$ cat config.mk
export PLATFORM = sky130hd
export DESIGN_NAME = gauss_2
export DESIGN_NICKNAME = d
export VERILOG_FILES = /design/src/rtl/gauss_pkg.sv /design/src/rtl/gauss_tap_acc.sv /design/src/rtl/gauss_2.sv
export SDC_FILE = /design/constraint.sdc
export NUM_CORES = 1
export LEC_CHECK = 0
export CORE_ASPECT_RATIO = 0.5
export CORE_MARGIN = 1
export CORE_UTILIZATION = 30
export DETAILED_ROUTE_END_ITERATION = 6
export SKIP_LAST_GASP = 1
export SYNTH_ARGS = -nofsm -noshare
export SYNTH_HDL_FRONTEND = slang
export SYNTH_SLANG_ARGS = --single-unit
$ cat constraint.sdc
create_clock -name clk_i_g -period 4.4 [get_ports clk_i_g]
set_input_delay 0.66 -clock clk_i_g [delete_from_list [all_inputs] [get_ports clk_i_g]]
set_output_delay 0.66 -clock clk_i_g [all_outputs]
set_load 0.03 [all_outputs]
$ cat src/rtl/gauss_pkg.sv
// Shared definitions for the 3x3 Gaussian blur block: widths, the kernel
// expressed as shift amounts, and the controller state encoding.
package gauss_pkg;

    localparam int DW     = 8;    // pixel width
    localparam int ACCW   = 12;   // accumulator width (max sum 4080)
    localparam int SHIFT  = 4;    // normalise by 16
    localparam int N_TAPS = 9;

    // Tap index of the final weighted term, and the index reached once all
    // nine terms have been added.
    localparam logic [3:0] LAST_TAP = 4'd8;
    localparam logic [3:0] TAP_DONE = 4'd9;

    // Kernel 1 2 1 / 2 4 2 / 1 2 1 as left-shift amounts, tap 0 in bits [1:0]
    // (the concatenation lists tap 8 first).
    localparam logic [2*N_TAPS-1:0] KERNEL_SHIFT = {
        2'd0, 2'd1, 2'd0,
        2'd1, 2'd2, 2'd1,
        2'd0, 2'd1, 2'd0
    };

    typedef enum logic [2:0] {
        IDLE,
        WAIT,
        LOAD,
        ACC,
        DONE
    } state_t;

    // Shift amount for a tap; taps beyond the window weigh nothing.
    function automatic logic [1:0] tap_shift(input logic [3:0] idx);
        tap_shift = 2'd0;
        if (idx <= LAST_TAP) begin
            tap_shift = KERNEL_SHIFT[2*int'(idx) +: 2];
        end
    endfunction

endpackage

$ cat src/rtl/gauss_tap_acc.sv
// Sequential weighted accumulator: adds pix << shamt to a registered sum
// once per enabled cycle; clear has priority over add.
module gauss_tap_acc
    import gauss_pkg::*;
#(
    parameter int DW   = gauss_pkg::DW,
    parameter int ACCW = gauss_pkg::ACCW
) (
    input  logic            clk_i,
    input  logic            rst_i,
    input  logic            clr,
    input  logic            add_en,
    input  logic [DW-1:0]   pix,
    input  logic [1:0]      shamt,
    output logic [ACCW-1:0] sum
);

    logic [ACCW-1:0] term;

    // Weights are powers of two, so each product is just a shift.
    assign term = ACCW'(pix) << shamt;

    // Running sum of weighted taps.
    always_ff @(posedge clk_i or posedge rst_i) begin
        // NOTE: state is updated with non-blocking assignments so every
        // register samples the pre-edge values of its neighbours.
        if (rst_i) begin
            sum <= '0;
        end else if (clr) begin
            sum <= '0;
        end else if (add_en) begin
            sum <= sum + term;
        end
    end

endmodule

$ cat src/rtl/gauss_2.sv
// 3x3 Gaussian blur of one pixel window. A five-state controller waits a
// settle cycle, captures the window, accumulates one weighted tap per cycle
// and then presents the normalised result until the request is withdrawn.
module gauss_2
    import gauss_pkg::*;
#(
    parameter int DW    = gauss_pkg::DW,
    parameter int ACCW  = gauss_pkg::ACCW,
    parameter int SHIFT = gauss_pkg::SHIFT
) (
    input  logic          clk_i_g,
    input  logic          rst_i_g,
    input  logic          en_i_g,
    input  logic [DW-1:0] data_i_0,
    input  logic [DW-1:0] data_i_1,
    input  logic [DW-1:0] data_i_2,
    input  logic [DW-1:0] data_i_3,
    input  logic [DW-1:0] data_i_4,
    input  logic [DW-1:0] data_i_5,
    input  logic [DW-1:0] data_i_6,
    input  logic [DW-1:0] data_i_7,
    input  logic [DW-1:0] data_i_8,
    output logic [DW-1:0] data_o,
    output logic          sonuc_done
);

    state_t          state;
    logic [3:0]      tap_idx;
    logic [DW-1:0]   win  [N_TAPS];
    logic [DW-1:0]   ops  [N_TAPS];
    logic [DW-1:0]   tap_pix;
    logic [1:0]      tap_shamt;
    logic            acc_clr;
    logic            acc_add;
    logic [ACCW-1:0] acc_sum;

    assign win[0] = data_i_0;
    assign win[1] = data_i_1;
    assign win[2] = data_i_2;
    assign win[3] = data_i_3;
    assign win[4] = data_i_4;
    assign win[5] = data_i_5;
    assign win[6] = data_i_6;
    assign win[7] = data_i_7;
    assign win[8] = data_i_8;

    // Select the captured operand for the current tap.
    always_comb begin
        // NOTE: default first so no path leaves tap_pix unassigned (no latch).
        tap_pix = '0;
        for (int k = 0; k < N_TAPS; k++) begin
            if (tap_idx == 4'(k)) begin
                tap_pix = ops[k];
            end
        end
    end

    assign tap_shamt = tap_shift(tap_idx);
    assign acc_clr   = (state == LOAD);
    assign acc_add   = (state == ACC) && en_i_g && (tap_idx <= LAST_TAP);

    gauss_tap_acc #(
        .DW   (DW),
        .ACCW (ACCW)
    ) u_tap_acc (
        .clk_i  (clk_i_g),
        .rst_i  (rst_i_g),
        .clr    (acc_clr),
        .add_en (acc_add),
        .pix    (tap_pix),
        .shamt  (tap_shamt),
        .sum    (acc_sum)
    );

    // Controller, operand capture and result registers.
    always_ff @(posedge clk_i_g or posedge rst_i_g) begin
        if (rst_i_g) begin
            state      <= IDLE;
            tap_idx    <= '0;
            data_o     <= '0;
            sonuc_done <= 1'b0;
            // NOTE: the nine-entry operand file is small and must read as zero
            // after reset, so it is reset like ordinary flops rather than
            // treated as an unreset memory.
            for (int k = 0; k < N_TAPS; k++) begin
                ops[k] <= '0;
            end
        end else begin
            case (state)
                IDLE: begin
                    sonuc_done <= 1'b0;
                    if (en_i_g) begin
                        state <= WAIT;
                    end
                end
                WAIT: begin
                    state <= en_i_g ? LOAD : IDLE;
                end
                LOAD: begin
                    if (!en_i_g) begin
                        state <= IDLE;
                    end else begin
                        ops     <= win;
                        tap_idx <= '0;
                        state   <= ACC;
                    end
                end
                ACC: begin
                    // The extra pass at TAP_DONE waits for the registered sum
                    // that includes tap 8 before it is published.
                    if (!en_i_g) begin
                        state <= IDLE;
                    end else if (tap_idx == TAP_DONE) begin
                        data_o     <= DW'(acc_sum >> SHIFT);
                        sonuc_done <= 1'b1;
                        state      <= DONE;
                    end else begin
                        tap_idx <= tap_idx + 4'd1;
                    end
                end
                DONE: begin
                    if (!en_i_g) begin
                        sonuc_done <= 1'b0;
                        state      <= IDLE;
                    end
                end
                default: begin
                    state <= IDLE;
                end
            endcase
        end
    end

endmodule

==> results.json <==
{
  "place_hpwl_microns": 9280,
  "end_kind": "register",
  "die_y_microns": 96.0,
  "synthArstFlopShare_pct": 100,
  "clk_latency_ns": 0.34,
  "clk_path_buf_depth": 2,
  "min_path_cells": 1,
  "firstDrtPassIters": 4,
  "syn_avg_cell_area_sq_um": 11.1,
  "htree_num_levels": 3,
  "cts_made_buffers": 9,
  "p_leak_nw": 2.73,
  "cellInternalPower_w": 0.00211,
  "synth_edf_count": 0,
  "syn_area_sq_um": 5310,
  "slew_violations": 0,
  "max_slew_margin_pct": 37.1,
  "critPathKind": "reg2reg",
  "ys_types": 58,
  "drt_iter0_markers": 225,
  "core_area_sq_um": 16800,
  "r2r_cells": 16,
  "dpl-instance-area_sq_um": 6390,
  "reg2reg_from": "tap_idx[1]$_DFFE_PP0P_",
  "r2r_end": "u_tap_acc.sum[11]$_DFFE_PP0P_",
  "finalSetupViolCount": 0,
  "dr_total_vias": 3890,
  "power_density_nw_per_um2": 475,
  "switching_power_w": 0.00106,
  "start_kind": "register",
  "period_needed_ns": 4.07,
  "grt_pass1_wl_microns": 20300,
  "required_ns": 4.63,
  "antenna_left": 0,
  "wire_per_inst_microns": 16.0,
  "antenna_found_initial": 0,
  "drt-vias-per-instance": 4.94,
  "stdcell_area_sq_um": 6670,
  "holdWs_ns": 0.505,
  "startpoint": "tap_idx[1]$_DFFE_PP0P_",
  "port_buffers": 83,
  "ir_drop_mv": 0.190,
  "insertedDiodeCount": 0,
  "syn-instance-count": 478,
  "worstMarginPinSlew_ns": 0.944,
  "grt_pass1_vias": 3949,
  "comb_power_share_pct": 36.1,
  "status": "complete, no violations",
  "total_power_w": 0.00317,
  "synth-main-ff-cell": "dfrtp_1",
  "power_frac_seq_pct": 41.2,
  "hold_viol": 0,
  "regToRegSetupSlack_ns": 0.33,
  "fin_crit_sh_pct": 92.5,
  "grt_max_degree": 77,
  "clkSinkCount": 100,
  "fin_tns_setup_ns": 0,
  "cts_root_buffer": "clkbuf_16",
  "grt_use_total_pct": 14.3,
  "die-area_sq_um": 18300,
  "drc": 0,
  "rows": 33,
  "final_nets": 648,
  "drive_gt1_share_pct": 23.6,
  "place.gp.congestion": 0.836,
  "fmax_mhz": 246,
  "min-delay-path-class": "reg2reg",
  "io_pins": 84,
  "clockPowerShare_pct": 22.8,
  "synth_area_leaders": "dfrtp_1, mux2_2, a21oi_1",
  "synth_top_cell_by_area": "dfrtp_1",
  "swShare_pct": 33.5,
  "start_util_pct": 31.5,
  "routed_wl_microns": 12600,
  "drv_cap": 0,
  "critPathArrivalTime_ns": 4.30,
  "cts_tree": "done",
  "syn2layout_area_growth_pct": 25.7,
  "synth_warnings": 0,
  "overflow": 0,
  "worstHoldStart": "ops[64]$_DFFE_PP0P_",
  "synth_nets": 569,
  "yosys_register_bits": 100,
  "synth_top_area_share_pct": 47.2,
  "path_clk_slew_ns": 0.07,
  "hold_end": "ops[64]$_DFFE_PP0P_",
  "rsz0062_at_grt": "false",
  "die_w_microns": 190,
  "cp_max_fo": 14,
  "yosysSeqAreaShare_pct": 47.2,
  "skew_ns": 0.0117
}
[stage by stage]
step | utilization [%] | instances | setup WS (ns)
finish | 39.6 | 787 | 0.328
global route | 39.6 | 787 | 0.0328
CTS | 39.5 | 787 | 0.148
detailed placement | 37.9 | 773 | 0.173
global placement | 37.9 | 773 | 0.243
floorplan | - | 478 | 0.737
[cells by family (layout without fill, tap and decap cells)]
family | Yosys count | after routing | synth area share [%]
xor+xnor | 8 | 8 | 1.32
mux | 88 | 88 | 18.6
compound gates | 120 | 120 | 15.0
simple gates | 107 | 107 | 10.6
flops | 100 | 100 | 47.2
buf+inv | 39 | 121 | 3.37
fa+ha+maj | 16 | 16 | 3.91
[registers in the layout, summed over array words and instances (netlist names)]
| name | count |
|---|---|
| data_o | 8 |
| ops | 72 |
| sonuc_done | 1 |
| state | 3 |
| tap_idx | 4 |
| u_tap_acc.sum | 12 |
[worst max-delay path by stage]
stage | end | slack (ns)
2_1_floorplan | u_tap_acc.sum[10]$_DFFE_PP0P_ | 0.74
3_5_place_dp | u_tap_acc.sum[10]$_DFFE_PP0P_ | 0.17
6_report | u_tap_acc.sum[11]$_DFFE_PP0P_ | 0.33
5_1_grt | u_tap_acc.sum[10]$_DFFE_PP0P_ | 0.03
3_3_place_gp | u_tap_acc.sum[10]$_DFFE_PP0P_ | 0.24
4_1_cts | u_tap_acc.sum[10]$_DFFE_PP0P_ | 0.15
[per-layer routing]
metal  GRT usage [%]  routed length (microns)  vias to the layer above  share of wire, %
li1                -                        -                     1905                 -
met1            19.2                     6200                     1923                49
met2            24.1                     5850                       58                47
met3            2.73                      461                        4               3.7
met4            3.29                       67                        0              0.53
met5               0                        0                        -                 0
[area by class of cell]
cell class	instances	area (sq um)
fillers	1652	10200
multi-input cells	339	2650
flip-flops and latches	100	2500
repair buffers	96	928
well taps	227	284
clock buffers	10	239
inverters	11	43.8
clock inverters	4	26.3
[power by group through the flow]
| stage | combinational, W | sequential (W) | clock, W |
|---|---|---|---|
| 2_1_floorplan | 0.000864 | 0.00125 | 0 |
| 3_3_place_gp | 0.00111 | 0.00132 | 0 |
| 3_5_place_dp | 0.00113 | 0.00132 | 0 |
| 4_1_cts | 0.00114 | 0.00131 | 0.000747 |
| 5_1_grt | 0.00127 | 0.00134 | 0.000778 |
| 6_report | 0.00114 | 0.00130 | 0.000722 |
[placed cells by master (no fill, tap or decap), types with 3 or more instances in the layout]
cell type	instances
a21o_1	3
o21ai_0	26
clkdlybuf4s50_1	83
and3_1	3
nand2_1	31
xnor2_1	3
o22ai_1	9
or3_1	3
nor3_2	4
nand3b_1	7
xor2_1	5
nor2_1	17
dfrtp_1	100
clkbuf_16	9
nor3_1	6
a211oi_1	7
o21a_1	5
a31oi_1	3
mux2_2	85
ha_1	14
a21oi_1	38
nand3_1	16
o31ai_1	3
buf_4	13
nand2b_1	7
inv_1	9
[repair_timing]
| item | in CTS | in global routing |
|---|---|---|
| endpoints found under the hold margin | 0 | 0 |
| resized for setup | 0 | 4 |
| endpoints found under the setup margin | 0 | 3 |
| hold buffers | 0 | 0 |
| setup buffers | 0 | 0 |
[synthesized netlist by cell type, types with 9 or more instances]
master,n
inv_1,10
ha_1,15
mux2_2,85
nand3_1,16
dfrtp_1,100
clkbuf_1,10
o21ai_0,27
nor2_1,18
nand2_1,31
a21oi_1,38
a211oi_1,9
buf_2,14
o22ai_1,9
[critical path, cell delays in order, from the launching register on]
cell and delay, ns:
dfrtp_1 0.42, inv_1 0.08, ha_1 0.29, buf_4 0.22, or3_1 0.33, a21oi_1 0.13
o22ai_1 0.10, a31oi_2 0.26, o32ai_1 0.18, mux2_2 0.30, ha_1 0.24, a211oi_1 0.26
o21bai_1 0.17, a2111oi_4 0.45, nor3_2 0.10, nor4_1 0.33, nor3_2 0.08
No activity file was read; power rests on OpenSTA's default activity.
